File: src/rtl/led_pattern_pkg.sv
// Shared types for the LED pattern generator.
package led_pattern_pkg;

  typedef enum logic [1:0] {
    MODE_OFF     = 2'd0,
    MODE_COUNT   = 2'd1,
    MODE_SCAN    = 2'd2,
    MODE_BREATHE = 2'd3
  } mode_e;

endpackage

File: src/rtl/led_prescaler.sv
// Tick timebase: counts 0..DIV-1 and pulses tick on the last count.
module led_prescaler #(
  parameter int DIV = 4194304
) (
  input  logic clk,
  input  logic rst_n,
  input  logic clr,
  input  logic hold,
  output logic tick
);

  localparam int CW = $clog2(DIV);
  localparam logic [CW-1:0] LAST = CW'(DIV - 1);

  logic [CW-1:0] cnt;

  // clr wins over hold so a mode change always restarts the period
  always_ff @(posedge clk or negedge rst_n) begin
    if (!rst_n) begin
      cnt <= '0;
    end else if (clr) begin
      cnt <= '0;
    end else if (!hold) begin
      cnt <= (cnt == LAST) ? '0 : cnt + 1'b1;
    end
  end

  assign tick = !hold && (cnt == LAST);

endmodule

File: src/rtl/led_pattern.sv
// LED pattern generator: OFF / binary COUNT / bouncing SCAN / PWM BREATHE,
// advancing once per prescaler tick, with a registered LED output.
module led_pattern
  import led_pattern_pkg::*;
#(
  parameter int N_LEDS = 4,
  parameter int DIV    = 4194304,
  parameter int PWM_W  = 8
) (
  input  logic              clk,
  input  logic              rst_n,
  input  logic [1:0]        mode,
  input  logic              hold,
  output logic [N_LEDS-1:0] leds,
  output logic              tick
);

  localparam int PW = $clog2(N_LEDS);
  localparam logic [PW-1:0]     POS_LAST = PW'(N_LEDS - 1);
  localparam logic [PWM_W-1:0]  DUTY_MAX = '1;
  localparam logic [N_LEDS-1:0] ONE      = N_LEDS'(1);

  mode_e             mode_q;
  logic              mode_chg;
  logic [N_LEDS-1:0] count;
  logic [PW-1:0]     pos;
  logic              pos_down;
  logic [PWM_W-1:0]  duty;
  logic              duty_down;
  logic [PWM_W-1:0]  pwm_cnt;

  assign mode_chg = (mode_e'(mode) != mode_q);

  led_prescaler #(
    .DIV(DIV)
  ) u_presc (
    .clk  (clk),
    .rst_n(rst_n),
    .clr  (mode_chg),
    .hold (hold),
    .tick (tick)
  );

  // Free-running: unaffected by hold and mode
  always_ff @(posedge clk or negedge rst_n) begin
    if (!rst_n) pwm_cnt <= '0;
    else        pwm_cnt <= pwm_cnt + 1'b1;
  end

  always_ff @(posedge clk or negedge rst_n) begin
    if (!rst_n) begin
      mode_q    <= MODE_OFF;
      count     <= '0;
      pos       <= '0;
      pos_down  <= 1'b0;
      duty      <= '0;
      duty_down <= 1'b0;
      leds      <= '0;
    end else begin
      // leds reflects the state held before this edge: one cycle of latency
      unique case (mode_q)
        MODE_COUNT:   leds <= count;
        MODE_SCAN:    leds <= ONE << pos;
        MODE_BREATHE: leds <= {N_LEDS{pwm_cnt < duty}};
        default:      leds <= '0;
      endcase

      if (mode_chg) begin
        mode_q    <= mode_e'(mode);
        count     <= '0;
        pos       <= '0;
        pos_down  <= 1'b0;
        duty      <= '0;
        duty_down <= 1'b0;
      end else if (tick) begin
        unique case (mode_q)
          MODE_COUNT: count <= count + 1'b1;
          MODE_SCAN: begin
            if (!pos_down) begin
              if (pos == POS_LAST) begin
                pos      <= pos - 1'b1;
                pos_down <= 1'b1;
              end else begin
                pos <= pos + 1'b1;
              end
            end else if (pos == '0) begin
              pos      <= pos + 1'b1;
              pos_down <= 1'b0;
            end else begin
              pos <= pos - 1'b1;
            end
          end
          MODE_BREATHE: begin
            if (!duty_down) begin
              if (duty == DUTY_MAX) begin
                duty      <= duty - 1'b1;
                duty_down <= 1'b1;
              end else begin
                duty <= duty + 1'b1;
              end
            end else if (duty == '0) begin
              duty      <= duty + 1'b1;
              duty_down <= 1'b0;
            end else begin
              duty <= duty - 1'b1;
            end
          end
          default: ;
        endcase
      end
    end
  end

endmodule

File: config.mk
export PLATFORM = sky130hd
export DESIGN_NAME = led_pattern
export DESIGN_NICKNAME = d
export VERILOG_FILES = /design/src/rtl/led_pattern_pkg.sv /design/src/rtl/led_prescaler.sv /design/src/rtl/led_pattern.sv
export SDC_FILE = /design/constraint.sdc
export NUM_CORES = 1
export LEC_CHECK = 0
export CORE_ASPECT_RATIO = 1.5
export CORE_MARGIN = 2
export CORE_UTILIZATION = 57
export CTS_CLUSTER_SIZE = 24
export DETAILED_ROUTE_END_ITERATION = 6
export PLACE_DENSITY = 0.75
export SYNTH_ARGS = -nofsm -noshare
export SYNTH_HDL_FRONTEND = slang
export SYNTH_SLANG_ARGS = --single-unit
File: constraint.sdc
create_clock -name clk -period 5.7 [get_ports clk]
set_clock_uncertainty 0.05 [all_clocks]
set_input_delay 1.71 -clock clk [delete_from_list [all_inputs] [get_ports clk]]
set_output_delay 1.71 -clock clk [all_outputs]
set_load 0.05 [all_outputs]
Word-level counts from Yosys, hierarchy flattened
Index checks and enable logic that the tools add are counted.

Latch bits: 0. Register bits: 52. Memory bits (read-only): 0. Memories kept: 0. Bits in writable memories: 0.

Divide/modulo/power cells: 0. $lt $le $gt $ge: 1. Reductions and logical operators: 11. Bitwise operators: 0. Eq/ne operators: 8. Shift-type cells: 1. Muxes and demuxes: 31. Add/sub/neg operators: 7. Multipliers: 0.

Operator list (number): 2-to-1 mux 22 bit (3); 2-to-1 mux 8 bit (6); adder 22 x 1 -> 22 bit (second input constant) (1); == test 22 bit (second input constant) (1); adder 8 x 1 -> 8 bit (second input constant) (2); 2-to-1 mux 1 bit (12); 2-to-1 mux 2 bit (6); 2-to-1 mux 4 bit (3); one-hot mux 4 bit (3 select lines) (1); == test 8 bit (second input constant) (1); logical NOT 8 bit (1); less-than comparator 8 bit (1); nonzero test 2 bit (4); subtractor 8 x 1 -> 8 bit (second input constant) (1); == test 2 bit (second input constant) (3); AND reduction 2 bit (3); adder 4 x 1 -> 4 bit (second input constant) (1); << shifter 1 x 2 -> 4 bit (first input constant) (1); adder 2 x 1 -> 2 bit (second input constant) (1); == test 2 x 1 -> 1 bit (second input constant) (1); logical NOT 2 bit (1); inequality test 2 x 1 -> 1 bit (second input constant) (1); inequality test 2 bit (1); subtractor 2 x 1 -> 2 bit (second input constant) (1); 2 further kinds (2).

Depth between registers and ports, before layout
Gate-level depths: netlist (run 1).

Depth after elaboration: 6. Depth in mapped cells: 8. Mapped depth without buffers: 7.

Hierarchy
Synthesis (run 1) repeated with hierarchy kept, for this count alone.

Cell total of the unflattened synthesis: 318. Area total of the unflattened synthesis: 3031.7 um2.

Modules (own cells, without submodules): led_pattern (area an instance 1785.5 um2, cells an instance 187, instances 1); led_prescaler (area an instance 1246.2 um2, cells an instance 131, instances 1).

Worst setup path after synthesis (run 1)
No wires, ideal clock.

Path type: input-to-output. From: input port hold. To: output port tick. Data required time: 3940 ps. Path slack: 1362 ps. Buffers on the path: 1. Stages: 3. Arrival time: 2578 ps. Cell sequence: clkbuf_1 > nor2_1 > and3_2.

Word-level cells in the longest chain between the ends: 2.

RTL lines: start: declaration (RTL line led_pattern.sv:13) `input logic hold,`; logical NOT 1 bit; logical AND 1 bit (RTL line led_prescaler.sv:28) `assign tick = !hold && (cnt == LAST);`; end: declaration (RTL line led_pattern.sv:15) `output logic tick`.

No other way between the ends.

Final worst setup path (run 1)
Ends and elaborated chain as after synthesis.

==> flow_summary.yaml, run 1 <==
finish:
  syn_to_final_growth_pct: 7.03
  final_area_sq_um: 3180
  final_core_util_pct: 62.6
  nNetsFinal: 330
  final_layout_size_suffix_gt1_share_pct: 8.31
  final_cells: 381
  n_antenna_cell: 0
placed_design:
  gp_congestion: 0.881
  dp_slack_ps: 813
  hpwl_um: 4200
  placedCellCount: 373
  placed_cell_area_sq_um: 3090
  io_buffer_count: 9
sta:
  finalHoldViolations: 0
  tns_ps: 0
  clock.fmax_mhz: 203
  rsz0062_at_grt: "false"
  fin_ws_ps: 780
  worst_pin_slew_ps: 695
  hold_slack_ps: 438
  setup_viol: 0
  max-slew-margin-rel_pct: 53.7
  timing.final.crit_share_pct: 86.3
  maxSlewViolCount: 0
  min_period_ps: 4920
clocking:
  cts.path.max_buffers: 2
  clock-sinks: 52
  cts_root_buf: "clkbuf_8"
  cts_tree: "yes"
  insertion_delay_ps: 310
  clk_pin_slew_ps: 90
  cts_htree_levels: 2
  cts_resized: 0
  cts_made_buffers: 5
  ctsHoldBuffers: 0
  postCtsSetupBuffers: 0
worst_setup_path:
  r2r_slack_ps: 3380
  regToRegStartpoint: "u_presc.cnt[0]"
  endpoint: "tick"
  worst-setup-path-type: "in -> out"
  worstPathRequired_ps: 3940
  rr_endpoint: "u_presc.cnt[5]"
  critical_path.startpoint_type: "primary input"
  cp.arrival_ps: 3160
  worst-r2r-cell-count: 6
  startpoint: "hold"
  endpoint_kind: "primary output"
  worst-path-max-fanout: 9
synthesis:
  synth_top_area_cell: "dfrtp_1"
  synth_mux_area_share_pct: 1.39
  synth-compound-area-share_pct: 10.1
  ys_types: 51
  ys_seq_area_share_pct: 43.8
  yosys.area_share.xor_xnor_pct: 9.13
  syn_area_sq_um: 2970
  yosys.area_share.simple_pct: 26.8
  synth_edf_count: 0
  synth_cells: 306
  synth.area.top_cells: "dfrtp_1, ha_1, xnor2_1"
  async_flop_share_pct: 100
  synth.avg_cell_area_sq_um: 9.72
  synthAdderAreaFrac_pct: 5.47
  syn_nets: 324
  netlist.area_leader.share_pct: 43.8
  synth_warnings: 0
  synthFlopType: "dfrtp_1"
  synth-seq-cells: 52
  synth_top_family_by_area: "simple AND/OR/NAND/NOR gates"
global_routing:
  antenna_found_initial: 0
  grt.total_usage_pct: 22.0
  grt_pass1_wl_um: 10200
  grt_pass1_vias: 2244
  grt.overflow.total: 0
  grt_max_degree: 53
power:
  power_leakage_nw: 1.35
  power-per-cell-area_nw_per_um2: 195
  vdd_drop_max_mv: 0.114
  power_mw: 0.620
route:
  drc: 0
  firstDrtPassIters: 4
  vias_per_cell: 5.92
  vias: 2256
  routed_wl_um: 5820
  drtIter0Drc: 103
  wl_per_cell_um: 15.3
  ant_nets: 0
floorplanning:
  die-area_sq_um: 5820
  start_util_pct: 58.5
  row_count: 32
  fp.coreArea_sq_um: 5080
  die_h_um: 92.5
  fp.dieW_um: 63.0
  io_pins: 10
flow_run:
  drv_cap: 0
hold_path:
  hold_class: "reg -> reg"
run_status:
  status: "finished clean"
## layout make-up
type / count / area, sq um
timing repair buffer: 10 / 90.1
clock buffer: 5 / 68.8
fill: 447 / 1900
clock inverter: 3 / 21.3
multi-input combinational: 231 / 1570
inverter: 12 / 45.0
tap: 68 / 85.1
sequential: 52 / 1300
## cell usage in the layout (no fill, tap or decap), types with 4 or more instances in the layout
cell type,synthesis,routed
dfrtp_1,52,52
nor2_1,30,30
nand3_1,22,22
nand2_1,21,21
xnor2_1,18,18
xor2_1,13,13
ha_1,13,13
inv_1,12,12
a21oi_1,12,12
o21ai_0,12,12
nand4_1,10,10
and3_1,7,7
clkdlybuf4s50_1,0,7
nor2b_1,6,6
and3_2,6,6
clkbuf_8,0,5
nand2b_1,4,4
a221o_1,4,4
and4_1,4,4
a31oi_1,4,4
nor3_1,4,4
or3_1,4,4
## sequential cells by signal, indices dropped and copies added, names as in the netlist
signal,count
pwm_cnt,8
pos,2
mode_q,2
duty,8
duty_down,1
pos_down,1
count,4
u_presc.cnt,22
leds,4
## routing by layer
layer  wire length, um  up-vias  global-route usage (%)
met5                 0        -                       0
met4               151        0                    9.63
met1              2470     1107                    26.5
met3               166       16                    3.16
li1                  -     1094                       -
met2              3030       39                    38.9
## cell usage after synthesis, types with 2 or more instances
cell      instances
and2_1            3
o21ai_0          12
xnor2_1          18
a221o_1           4
nand2b_1          4
buf_2             2
a21o_1            3
and3_2            6
inv_1            12
clkbuf_1          6
nand2_1          21
nand3b_1          2
nor3b_1           3
nor2b_1           6
and3_1            7
or3_1             4
nor3_1            4
nor4b_1           3
dfrtp_1          52
ha_1             13
nand4_1          10
mux2i_1           3
a21oi_1          12
xor2_1           13
and4_1            4
a31oi_1           4
nand3_1          22
nor2_1           30
## cells by family (layout without fill, tap and decap cells)
kind of cell / Yosys count / in the layout
AOI/OAI and AO/OA: 45 / 45
xor gates and xnor gates: 31 / 31
adders and majority gates: 13 / 13
buffers and inverters: 23 / 30
DFF: 52 / 52
muxes: 4 / 4
and+or+nand+nor: 138 / 138
## worst max-delay path, stage by stage
cell and delay, ps:
clkdlybuf4s50_1 580, nor2_1 420, and3_2 250, buf_4 190
## where the power goes
group / switching (mW) / internal [mW] / leakage, nW
logic: 0.0257 / 0.00843 / 0.600
registers: 0.00228 / 0.370 / 0.706
clock network: 0.125 / 0.0874 / 0.0445
## worst min-delay path by stage
stage / depth (start not counted) / start / end
after floorplan: 1 / pwm_cnt[0] / pwm_cnt[0]
after global placement: 1 / pwm_cnt[7] / pwm_cnt[7]
after detailed placement: 1 / pwm_cnt[7] / pwm_cnt[7]
after CTS: 1 / pwm_cnt[7] / pwm_cnt[7]
after global routing: 1 / pwm_cnt[7] / pwm_cnt[7]
final: 1 / pwm_cnt[7] / pwm_cnt[7]
(Power assumes the default switching activity.)
==> inputs of run 2 (changes only) <==
==> constraint.sdc (replaced) <==
create_clock -name clk -period 4.9 [get_ports clk]
set_clock_uncertainty 0.05 [all_clocks]
set_input_delay 1.47 -clock clk [delete_from_list [all_inputs] [get_ports clk]]
set_output_delay 1.47 -clock clk [all_outputs]
set_load 0.05 [all_outputs]
==> flow_summary.yaml, run 2 (synthesized netlist as in run 1, its figures left out) <==
route:
  wl_met1_um: 2460
  top_layer: "met4"
  routed_wl_um: 5940
  firstDrtPassIters: 5
  vias: 2260
  vias_per_cell: 5.92
  wl_met2_um: 3120
  wl_per_cell_um: 15.5
  ant_nets: 0
  drtIter0Drc: 137
  wl_met3_um: 201
  drc: 0
hold_path:
  hold_class: "reg -> reg"
clocking:
  ctsHoldBuffers: 0
  cts.path.max_buffers: 2
  cts_htree_levels: 2
  clock-sinks: 52
  cts_root_buf: "clkbuf_8"
  cts_tree: "yes"
  insertion_delay_ps: 300
  cts_resized: 0
  postCtsSetupBuffers: 0
  cts_made_buffers: 5
  clk_pin_slew_ps: 90
global_routing:
  grt_pass1_wl_um: 10300
  antenna_found_initial: 0
  grt_pass1_vias: 2255
  grt.total_usage_pct: 22.3
  grt_max_degree: 53
  grt.overflow.total: 0
power:
  vdd_drop_max_mv: 0.181
  power-per-cell-area_nw_per_um2: 226
  power_mw: 0.724
  power_leakage_nw: 1.36
worst_setup_path:
  endpoint_kind: "primary output"
  worst-path-max-fanout: 9
  critical_path.startpoint_type: "primary input"
  worst-setup-path-type: "in -> out"
  cp.arrival_ps: 2640
  worstPathRequired_ps: 3380
sta:
  worst_pin_slew_ps: 706
  setup_viol: 0
  clock.fmax_mhz: 240
  maxSlewViolCount: 0
  max-slew-margin-rel_pct: 53.0
  rsz0062_at_grt: "false"
  timing.final.crit_share_pct: 85.0
  tns_ps: 0
  min_period_ps: 4160
  finalHoldViolations: 0
floorplanning:
  die-area_sq_um: 5820
  row_count: 32
  fp.coreArea_sq_um: 5080
  start_util_pct: 58.5
  io_pins: 10
  fp.dieW_um: 63.0
  die_h_um: 92.5
finish:
  largest_register_ffs: 22
  final_common_cell: "dfrtp_1"
  nNetsFinal: 331
  regMostFlops: "u_presc.cnt"
  reg_top3: "u_presc.cnt (22), duty (8), pwm_cnt (8)"
  final_core_util_pct: 63.0
  syn_to_final_growth_pct: 7.70
  n_antenna_cell: 0
  final_layout_size_suffix_gt1_share_pct: 7.96
  layout_common_cells: "dfrtp_1, nor2_1, nand3_1"
run_status:
  status: "finished clean"
placed_design:
  io_buffer_count: 9
  gp_congestion: 0.849
  hpwl_um: 4210
flow_run:
  drv_cap: 0
-- run 2: path summary, 6_finish.rpt --
check	end	slack, ps	cells past startpoint	startpoint
worst max register to register	u_presc.cnt[19]	2470	5	u_presc.cnt[7]
worst min-delay path	pwm_cnt[7]	440	1	pwm_cnt[7]
max in group asynchronous	u_presc.cnt[14]	3130	2	rst_n
min in group asynchronous	count[2]	1220	2	rst_n
worst max-delay path	tick	740	4	hold
worst min register to register	pwm_cnt[7]	440	1	pwm_cnt[7]
-- run 2: per-stage QoR --
step	std cells	hold slack, ps	worst slack (ps)	instance area [sq um]
floorplan	306	397	1040	2970
CTS	382	442	742	3200
global route	382	454	694	3200
detailed placement	374	428	744	3110
finish	382	440	736	3200
global placement	374	417	792	3110
-- run 2: power by group --
group,total (mW),leakage [nW],switching [mW],internal [mW]
combinational,0.0401,0.608,0.0304,0.00975
clock,0.250,0.0455,0.135,0.116
sequential,0.434,0.706,0.00267,0.431
total,0.724,1.36,0.168,0.556
-- run 2: critical path, stage by stage --
cell and delay (ps):
clkdlybuf4s50_1 660, nor2_1 110, and3_2 250, buf_12 150
-- run 2: cell type report --
type                       instances  area, sq um
fill                             454         1880
multi-input combinational        231         1570
sequential                        52         1300
timing repair buffer              11          110
clock buffer                       8         90.1
tap                               68         85.1
inverter                          12         45.0
-- run 2: per-layer routing --
metal | up-vias | track usage [%]
met5 | - | 0
met4 | 0 | 10.0
met3 | 15 | 3.04
met2 | 57 | 39.8
met1 | 1096 | 26.4
li1 | 1092 | -
==> inputs of run 3 (changes only) <==
==> constraint.sdc (replaced) <==
create_clock -name clk -period 4 [get_ports clk]
set_clock_uncertainty 0.05 [all_clocks]
set_input_delay 1.2 -clock clk [delete_from_list [all_inputs] [get_ports clk]]
set_output_delay 1.2 -clock clk [all_outputs]
set_load 0.05 [all_outputs]
==> flow_summary.yaml, run 3 (synthesized netlist as in run 1, its figures left out) <==
sta:
  min_period_ps: 3390
  tns_ps: 0
  worst_pin_slew_ps: 858
  max-slew-margin-rel_pct: 42.8
  hold_slack_ps: 436
  rsz0062_at_grt: "false"
  clock.fmax_mhz: 295
  setup_viol: 0
  finalHoldViolations: 0
  maxSlewViolCount: 0
  timing.final.crit_share_pct: 84.6
worst_setup_path:
  rr_endpoint: "u_presc.cnt[15]"
  cp.depth: 4
  path_delay_family: "buffers and inverters"
  worst-setup-path-type: "in -> out"
  endpoint_kind: "primary output"
  worst-r2r-cell-count: 5
  startpoint: "hold"
  critical_path.startpoint_type: "primary input"
  cp.arrival_ps: 2140
  r2r_slack_ps: 1660
  crit_chain: "clkdlybuf4s50_1 -> nor2_1 -> and3_2 -> buf_12"
  worst-path-max-fanout: 2
  critical_path_buf_inv_count: 2
  endpoint: "tick"
  cp_slowest_cell: "clkdlybuf4s50_1"
  regToRegStartpoint: "u_presc.cnt[4]"
  max_stage_delay_ps: 410
  worstPathRequired_ps: 2750
route:
  drtIter0Drc: 137
  drc: 0
  routed_wl_um: 5790
  firstDrtPassIters: 6
  vias_per_cell: 5.92
  ant_nets: 0
  wl_per_cell_um: 15.1
  vias: 2268
flow_run:
  drv_cap: 0
clocking:
  cts_tree: "yes"
  cts_made_buffers: 5
  cts_resized: 0
  clock-sinks: 52
  cts.path.max_buffers: 2
  cts_htree_levels: 2
  ctsHoldBuffers: 0
  postCtsSetupBuffers: 0
  insertion_delay_ps: 310
  clk_pin_slew_ps: 90
  cts_root_buf: "clkbuf_8"
finish:
  fillers: 445
  largest_register_ffs: 22
  final_layout_size_suffix_gt1_share_pct: 8.89
  reg_top3: "u_presc.cnt (22), duty (8), pwm_cnt (8)"
  regMostFlops: "u_presc.cnt"
  syn_to_final_growth_pct: 9.01
  nNetsFinal: 332
  final_common_cell: "dfrtp_1"
  final_core_util_pct: 63.7
  layout_common_cells: "dfrtp_1, nor2_1, nand3_1"
  n_antenna_cell: 0
floorplanning:
  die_h_um: 92.5
  io_pins: 10
  fp.coreArea_sq_um: 5080
  row_count: 32
  die-area_sq_um: 5820
  start_util_pct: 58.5
  fp.dieW_um: 63.0
global_routing:
  antenna_found_initial: 0
  grt.total_usage_pct: 22.8
  grt_pass1_vias: 2251
  grt.overflow.total: 0
  grt_max_degree: 40
  grt_pass1_wl_um: 10500
power:
  power_leakage_nw: 1.38
  power_mw: 0.963
  power-per-cell-area_nw_per_um2: 297
  vdd_drop_max_mv: 0.242
placed_design:
  hpwl_um: 4230
  gp_congestion: 0.800
  io_buffer_count: 9
hold_path:
  hold_class: "reg -> reg"
run_status:
  status: "finished clean"
==> run 3: metal layers <==
layer	GRT usage, %	routed length (um)	part of all wire, %
met1	28.3	2510	43
met2	39.5	3010	52
met3	2.79	146	2.5
met4	10.0	129	2.2
met5	0	0	0
==> run 3: how the worst min path moves through the flow <==
stage | from | endpoint | slack, ps | depth (start not counted)
floorplan | pwm_cnt[0] | pwm_cnt[0] | 400 | 1
global placement | pwm_cnt[7] | pwm_cnt[7] | 420 | 1
CTS | pwm_cnt[7] | pwm_cnt[7] | 450 | 1
global route | pwm_cnt[7] | pwm_cnt[7] | 480 | 1
detailed placement | pwm_cnt[7] | pwm_cnt[7] | 430 | 1
finish | pwm_cnt[7] | pwm_cnt[7] | 440 | 1
==> run 3: where the power goes <==
part / total, mW / switching, mW / internal, mW
Sequential: 0.531 / 0.00346 / 0.528
Combinational: 0.0489 / 0.0362 / 0.0127
Clock: 0.383 / 0.178 / 0.205
Total: 0.963 / 0.218 / 0.745
==> run 3: cell type report <==
| cell class | count | area [sq um] | area share (%) |
|---|---|---|---|
| clock buffer | 6 | 82.6 | 2.55 |
| clock inverter | 2 | 38.8 | 1.20 |
| inverter | 12 | 45.0 | 1.39 |
| multi-input combinational | 231 | 1570 | 48.5 |
| sequential | 52 | 1300 | 40.2 |
| tap | 68 | 85.1 | 2.63 |
| timing repair buffer | 12 | 118 | 3.63 |
==> run 3: per-stage QoR <==
stage / cells / setup WS, ps / cell area [sq um]
2_1_floorplan: 306 / 682 / 2970
3_3_place_gp: 375 / 642 / 3120
3_5_place_dp: 375 / 613 / 3120
4_1_cts: 383 / 613 / 3240
5_1_grt: 383 / 546 / 3240
6_report: 383 / 614 / 3240
==> run 3: worst register-to-register path, cell delays in order (launching register included) <==
cell      delay (ps)
dfrtp_1          430
nand3_2          150
nor4_4           570
and3_2           330
nand2b_1         540
nor2_1           120
